--- src/rtl/tt_um_serial_adder_param.sv ---
// tt_um_serial_adder_param
//   Bit-serial adder/subtractor built around a single full adder. Operands A
//   and B are loaded from ui_in while idle. A start pulse then processes one
//   bit per cycle, LSB first, for WIDTH cycles. The finished sum or difference
//   and the carry flag are published together in the cycle that enters DONE.
//   Subtraction is done as A + ~B + 1, so the carry flag reads as "no borrow".
//   With acc set, the result is written back into A.
//
// Ports
//   clk      : clock; all state updates on the rising edge
//   rst_n    : asynchronous active-low reset
//   ena      : power-good indicator, not used by the logic
//   ui_in    : operand data, bits [WIDTH-1:0]
//   uio_in   : [0] load_a, [1] load_b, [2] start, [3] sub, [4] acc
//   uo_out   : last completed result, zero above WIDTH
//   uio_out  : [7] carry flag, [6] busy, [5] done, [4:0] zero
//   uio_oe   : constant 8'hE0 (upper three uio pins are outputs)
//
// States
//   state | meaning
//   IDLE  | accept operand loads and start
//   RUN   | one bit per cycle through the full adder, WIDTH cycles
//   DONE  | single-cycle done pulse, result already visible

module tt_um_serial_adder_param #(
  parameter int WIDTH = 8
) (
  input  logic [7:0] ui_in,
  output logic [7:0] uo_out,
  input  logic [7:0] uio_in,
  output logic [7:0] uio_out,
  output logic [7:0] uio_oe,
  input  logic       ena,
  input  logic       clk,
  input  logic       rst_n
);

  localparam logic [1:0] ST_IDLE = 2'd0;
  localparam logic [1:0] ST_RUN  = 2'd1;
  localparam logic [1:0] ST_DONE = 2'd2;

  localparam logic [2:0] LP_LAST = 3'(WIDTH - 1);

  logic [1:0]       r_state;
  logic [WIDTH-1:0] r_a;
  logic [WIDTH-1:0] r_b;
  logic [WIDTH-1:0] r_s;
  logic [WIDTH-1:0] r_r;
  logic             r_c;
  logic             r_cf;
  logic [2:0]       r_cnt;
  logic             r_sub;
  logic             r_acc;

  logic             w_load_a;
  logic             w_load_b;
  logic             w_start;
  logic             w_sub_in;
  logic             w_acc_in;
  logic [7:0]       w_a_ext;
  logic [7:0]       w_b_ext;
  logic             w_a_bit;
  logic             w_b_bit;
  logic             w_sum;
  logic             w_c_next;
  logic [WIDTH-1:0] w_s_next;
  logic             w_last;
  logic             w_busy;
  logic             w_done;
  logic             w_unused;

  assign w_load_a = uio_in[0];
  assign w_load_b = uio_in[1];
  assign w_start  = uio_in[2];
  assign w_sub_in = uio_in[3];
  assign w_acc_in = uio_in[4];

  // Operands are widened to 8 bits so the 3-bit counter indexes them
  // exactly for every legal WIDTH.
  assign w_a_ext  = 8'(r_a);
  assign w_b_ext  = 8'(r_b);
  assign w_a_bit  = w_a_ext[r_cnt];
  assign w_b_bit  = w_b_ext[r_cnt] ^ r_sub;
  assign w_sum    = w_a_bit ^ w_b_bit ^ r_c;
  assign w_c_next = (w_a_bit & w_b_bit) | (w_a_bit & r_c) | (w_b_bit & r_c);
  assign w_last   = (r_cnt == LP_LAST);

  // New sum bit enters at the MSB; after WIDTH shifts bit 0 holds the LSB.
  always_comb begin
    w_s_next = r_s >> 1;
    w_s_next[WIDTH-1] = w_sum;
  end

  always_ff @(posedge clk or negedge rst_n) begin
    if (!rst_n) begin
      r_state <= ST_IDLE;
      r_a     <= '0;
      r_b     <= '0;
      r_s     <= '0;
      r_r     <= '0;
      r_c     <= 1'b0;
      r_cf    <= 1'b0;
      r_cnt   <= 3'd0;
      r_sub   <= 1'b0;
      r_acc   <= 1'b0;
    end else begin
      case (r_state)
        ST_IDLE: begin
          if (w_load_a) r_a <= ui_in[WIDTH-1:0];
          if (w_load_b) r_b <= ui_in[WIDTH-1:0];
          // A load in the same cycle as start takes priority.
          if (w_start && !w_load_a && !w_load_b) begin
            r_sub   <= w_sub_in;
            r_acc   <= w_acc_in;
            r_cnt   <= 3'd0;
            r_c     <= w_sub_in;
            r_state <= ST_RUN;
          end
        end
        ST_RUN: begin
          r_s   <= w_s_next;
          r_c   <= w_c_next;
          r_cnt <= r_cnt + 3'd1;
          if (w_last) begin
            r_state <= ST_DONE;
            r_r     <= w_s_next;
            r_cf    <= w_c_next;
            if (r_acc) r_a <= w_s_next;
          end
        end
        ST_DONE: begin
          r_state <= ST_IDLE;
        end
        default: begin
          r_state <= ST_IDLE;
        end
      endcase
    end
  end

  assign w_busy  = (r_state == ST_RUN);
  assign w_done  = (r_state == ST_DONE);

  assign uo_out  = 8'(r_r);
  assign uio_out = {r_cf, w_busy, w_done, 5'b0_0000};
  assign uio_oe  = 8'hE0;

  assign w_unused = &{1'b0, ena, ui_in, uio_in[7:5]};

endmodule
--- config.mk ---
export PLATFORM = sky130hd
export DESIGN_NAME = tt_um_serial_adder_param
export DESIGN_NICKNAME = d
export VERILOG_FILES = /design/src/rtl/tt_um_serial_adder_param.sv
export SDC_FILE = /design/constraint.sdc
export NUM_CORES = 1
export LEC_CHECK = 0
export ABC_AREA = 1
export CORE_ASPECT_RATIO = 1.4
export CORE_MARGIN = 1
export CORE_UTILIZATION = 56
export CTS_BUF_LIST = sky130_fd_sc_hd__clkbuf_2
export DETAILED_ROUTE_END_ITERATION = 10
export PLACE_DENSITY = 0.89
export SYNTH_ARGS = -nofsm -noshare
export SYNTH_HDL_FRONTEND = slang
export SYNTH_SLANG_ARGS = --single-unit
--- constraint.sdc ---
create_clock -name clk -period 3.7 [get_ports clk]
set_input_delay 0.925 -clock clk [delete_from_list [all_inputs] [get_ports clk]]
set_output_delay 0.925 -clock clk [all_outputs]
set_load 0.005 [all_outputs]
==> out/metrics.cfg, run 1 <==
[worst_setup_path]
path_cells = inv_1, nand2_4, inv_2, clkdlybuf4s50_1
critical_path.startpoint_type = flip-flop
r2r-end = r_a[7]
critical_path.top_delay_family = buffers and inverters
r2r_slack_ns = 1.48
path_max_fanout = 24
path_buf_inv = 3
crit_type = flip-flop to primary output
slowest_delay_ns = 0.57
cpMaxStageDelayCell = clkdlybuf4s50_1
reg2reg_from = r_cnt[0]
r2r_cells = 13
cp_data_arrival_time_ns = 1.90
worstPathRequired_ns = 2.77
cp-end-kind = primary output

[global_routing]
grt_util_all_layers_pct = 22.5
first_global_vias = 1399
grtUsageMet3_pct = 5.66
grt-ovfl-total = 0
globalRouteMet2Util_pct = 39.9
antenna_found_initial = 0
grt_max_degree = 41
grt_pass1_wl_microns = 6070
met1_usage_pct = 23.4
top_usage_layer = met2

[timing]
finalSetupViolCount = 0
period_share_pct = 76.4
hold_viol = 0
slew_headroom_pct = 43.0
rsz0062_at_grt = no
skew_ns = 0.0288
finalMaxSlewViolations = 0
max_freq_ghz = 0.354
worst_slack_ns = 0.873
tightest_slew_ns = 0.854
tns_ns = 0
fin_crit_ns = 2.83

[clock_tree]
cts_hold_buf = 0
clkSlewWorstSetupHoldPaths_ns = 0.22
cts_buffers = 5
insertion_delay_ns = 0.41
cts.sinks = 40
root_buffer = clkbuf_2
clock_path_buffers = 2
cts_setup_buffers = 0
cts_tree = yes
cts_resized = 0
htree_num_levels = 2

[finish]
layout_common_cells = nand2_1, inv_1, dfrtp_1
fillers = 283
mostFrequentLayoutCell = nand2_1
multi_input_area_sq_um = 707
final_cell_area_sq_um = 2230
drive_gt1_share_pct = 6.95
finalNetCount = 280
num_antenna_cells = 0
area_delta_synth_final_pct = 12.1
seqCellArea_sq_um = 1000

[die]
die-area_sq_um = 3800
die_w_microns = 52.4
io_pins = 43
fp.coreArea_sq_um = 3380
initial_core_util_pct = 58.9
rows = 25
die_y_microns = 72.5

[drt]
antenna_left = 0
num_vias = 1493
drt-total-wl_microns = 3730
post_drt_wl_per_cell_microns = 12.5
drc = 0
dr.first_iter.drc_count = 56
first_pass_iters = 4
vias_per_cell = 4.99

[power]
ir_worst_vdd_mv = 0.568
p_leak_uw = 0.00114
power_density_nw_per_um2 = 807

[placement]
placed_area_sq_um = 2160
place_worst_setup_slack_ns = 1.36
routabilityCongestion = 0.922
hpwl_microns = 2800
io_buffers = 25

[min_path]
holdPathEnd = r_b[1]
min_path_type = flip-flop to flip-flop
hold_start = r_b[1]
holdPathStages = 2

[yosys]
synth_cells = 237
ys_seq_area_share_pct = 50.3
syn_area_per_cell_sq_um = 8.40
syn-cell-area_sq_um = 1990
synth_cell_type_count = 22
yosysWarnings = 0
synth-seq-cells = 40

[job]
drv_cap = 0

[outcome]
status = finished, final reports clean

per-stage QoR:
step	hold WS, ns	util [%]	total power [uW]	instances
final	0.513	66.1	1800	299
after global routing	0.549	66.1	1960	299
after CTS	0.517	66.1	1810	299
after detailed placement	0.474	64.1	1550	291
after global placement	0.468	64.1	1510	291
after floorplan	0.453	-	1320	248
report_power, final:
group          switching [uW]  total (uW)  leakage [uW]  internal (uW)
logic                     468         796      0.000597            329
clock network             144         257     0.0000406            113
registers                 122         749      0.000505            628
total                     733        1800       0.00114           1070
cell type report:
class,instances,area share (%)
Multi-Input combinational cell,143,31.7
Sequential cell,40,44.8
Clock inverter,3,1.91
Clock buffer,5,1.12
Inverter,43,7.23
Timing Repair Buffer,25,11.0
Tap cell,40,2.24
synth_stat cells (all sizes together):
cell	number	share of area [%]
nor2	4	1.6
nand4	1	0.31
nand2	58	12
nand3	8	2.0
a21oi	5	1.3
conb	2	0.38
or2	1	0.31
o21ai	49	13
ha	2	1.3
buf	22	8.2
inv	43	8.1
dfrtp	40	50
fa	1	1.0
o211ai	1	0.38
worst max path at each step:
stage | from | endpoint | slack (ns) | cells past startpoint
after CTS | r_state[1] | uio_out[6] | 0.85 | 4
after global routing | r_state[1] | uio_out[6] | 0.74 | 4
after floorplan | r_cnt[0] | r_a[7] | 1.71 | 14
final | r_state[1] | uio_out[6] | 0.87 | 4
after global placement | r_state[1] | uio_out[6] | 1.37 | 4
after detailed placement | r_state[1] | uio_out[6] | 1.36 | 4
cells by family (layout without fill, tap and decap cells):
family | Yosys count | count (layout) | synth area share, %
simple gates | 72 | 72 | 15.9
buf+inv | 65 | 76 | 16.3
compound gates | 55 | 55 | 14.9
flops | 40 | 40 | 50.3
fa+ha+maj | 3 | 3 | 2.26
other cells | 2 | 13 | 0.377
worst register-to-register path, cell delays in order (launching register included):
cell	delay [ns]
dfrtp_1	0.52
inv_2	0.18
nand2_1	0.07
nand3_1	0.06
nand2_1	0.08
nand2_1	0.09
nand2_1	0.06
nand2_1	0.06
nand2_1	0.06
fa_1	0.46
or2_2	0.32
o21ai_0	0.08
nand2_1	0.08
o21ai_2	0.07
routing by layer:
layer | vias up | part of all wire (%)
li1 | 747 | -
met1 | 696 | 40
met2 | 37 | 53
met3 | 13 | 3.2
met4 | 0 | 3.7
met5 | - | 0
registers in the layout, summed over array words and instances, names as in the netlist:
signal,count
r_a,8
r_acc,1
r_b,8
r_c,1
r_cf,1
r_cnt,3
r_s,7
r_state,2
r_sub,1
uo_out,8
(Power assumes the default switching activity.)
==> run 2, diff against run 1 <==
CORE_UTILIZATION = 47   (was 56)
PLACE_DENSITY = 0.8   (was 0.89)
clock period = 2.5 ns   (was 3.7 ns; I/O delays follow)
==> run 2 against run 1 <==
  * The run now ends with DRC left
  * Final cell count increased by 1.3%
  * Clock skew decreased by 0.0090 ns
  * Via count decreased by 0.94%
  * Sequential cell count unchanged
  * Wire length about the same
  * Critical path depth unchanged
  * Critical path type unchanged
  * Largest power group unchanged
  * Highest routed layer unchanged
==> out/metrics.cfg, run 2 (synthesized netlist as in run 1, its figures left out) <==
[global_routing]
first_global_vias = 1449  ; +3.6%
grt_util_all_layers_pct = 19.7  ; -2.7 points
grt_pass1_wl_microns = 6760  ; +11%
grt_max_degree = 41  ; unchanged
grt-ovfl-total = 0  ; unchanged
antenna_found_initial = 0  ; unchanged

[clock_tree]
cts_buffers = 5  ; unchanged
cts.sinks = 40  ; unchanged
clock_path_buffers = 2  ; unchanged
root_buffer = clkbuf_2
htree_num_levels = 2  ; unchanged
clkSlewWorstSetupHoldPaths_ns = 0.21  ; about the same
cts_setup_buffers = 0  ; unchanged
cts_hold_buf = 0  ; unchanged
cts_tree = yes
cts_resized = 0  ; unchanged
insertion_delay_ns = 0.41  ; about the same

[timing]
tns_ns = 0  ; unchanged
period_share_pct = 91.1
slew_headroom_pct = 40.5  ; -2.6 points
rsz0062_at_grt = no
finalSetupViolCount = 0  ; unchanged
max_freq_ghz = 0.439
finalMaxSlewViolations = 0  ; unchanged
skew_ns = 0.0199  ; -0.00895 ns
hold_viol = 0  ; unchanged
tightest_slew_ns = 0.893  ; +0.0384 ns
fin_crit_ns = 2.28

[finish]
drive_gt1_share_pct = 7.31  ; +0.36 points
layout_common_cells = nand2_1, inv_1, dfrtp_1
fillers = 377  ; +33%
mostFrequentLayoutCell = nand2_1
num_antenna_cells = 0  ; unchanged
post-route-util_pct = 56.3  ; -9.8 points
final_cell_area_sq_um = 2240  ; +0.50%
area_delta_synth_final_pct = 12.7
finalNetCount = 281  ; +0.36%
final_cell_count_no_fill = 303  ; +1.3%

[die]
die_y_microns = 79.0  ; +8.9%
initial_core_util_pct = 49.9  ; -9.0 points
io_pins = 43  ; unchanged
rows = 27  ; +8.0%
fp.coreArea_sq_um = 3990  ; +18%
die-area_sq_um = 4500  ; +18%
die_w_microns = 57  ; +8.8%

[power]
power_density_nw_per_um2 = 1180  ; +47%
p_leak_uw = 0.00115  ; +0.42%
ir_worst_vdd_mv = 0.670  ; +18%
total_power_uw = 2660  ; +47%

[worst_setup_path]
crit_type = flip-flop to primary output
critical_path.startpoint_type = flip-flop
path_max_fanout = 9  ; -63%
cp-end-kind = primary output
worstPathRequired_ns = 1.88  ; -0.89 ns
cp_data_arrival_time_ns = 1.65  ; -0.25 ns

[outcome]
status = finished, violations left
violations = DRC

[drt]
post_drt_wl_per_cell_microns = 12.3  ; -1.2%
drt-total-wl_microns = 3730  ; about the same
first_pass_iters = 7  ; +3
antenna_left = 0  ; unchanged
num_vias = 1479  ; -0.94%
drc = 8  ; +8
vias_per_cell = 4.88  ; -2.2%
dr.first_iter.drc_count = 42  ; -25%

[placement]
io_buffers = 25  ; unchanged
place_inst = 295  ; +1.4%
hpwl_microns = 2720  ; -2.7%
placed_area_sq_um = 2180  ; +0.52%
routabilityCongestion = 0.910  ; -1.3%

[min_path]
min_path_type = input port to async pin

[job]
drv_cap = 0  ; unchanged

-- run 2: worst paths after layout --
check | slack (ns) | from | cells after the start | to
max | 0.22 | r_state[1] | 4 | uio_out[6]
min | 0.30 | rst_n | 1 | r_a[2]
max reg2reg | 0.29 | r_cnt[0] | 13 | r_a[7]
min reg2reg | 0.51 | r_b[7] | 2 | r_b[7]
max in group asynchronous | 1.64 | rst_n | 1 | r_a[0]
min in group clk | 0.51 | r_b[7] | 2 | r_b[7]
-- run 2: area by class of cell --
class | instances | area (sq um) | area share (%)
sequential | 40 | 1000 | 44.6
multi-input combinational | 143 | 707 | 31.5
clock buffer | 5 | 25.0 | 1.12
inverter | 43 | 161 | 7.19
timing repair buffer | 26 | 253 | 11.3
tap | 43 | 53.8 | 2.40
clock inverter | 3 | 42.5 | 1.90
-- run 2: critical path, cell delays in order (launching register included) --
cell and delay (ns):
dfrtp_1 0.42, inv_1 0.11, nand2_4 0.13, inv_2 0.10, clkdlybuf4s50_1 0.49
-- run 2: metal layers --
layer / up-vias / part of all wire (%) / global-route usage (%)
met2: 29 / 51 / 32.2
met1: 695 / 44 / 25.4
li1: 748 / - / -
met4: 0 / 1.9 / 7.32
met5: - / 0 / 0
met3: 7 / 3.6 / 4.56
-- run 2: stage by stage --
stage	hold slack, ns	setup slack (ns)
after floorplan	0.329	0.514
after global placement	0.468	0.340
after detailed placement	0.473	0.331
after CTS	0.304	0.200
after global routing	0.337	0.00297
final	0.305	0.223
-- run 2: power by group --
| group | internal (uW) | switching [uW] | leakage [uW] | total, uW |
|---|---|---|---|---|
| registers | 928 | 177 | 0.000505 | 1110 |
| clock network | 168 | 219 | 0.0000406 | 387 |
| logic | 494 | 670 | 0.000602 | 1160 |
| total | 1590 | 1070 | 0.00115 | 2660 |
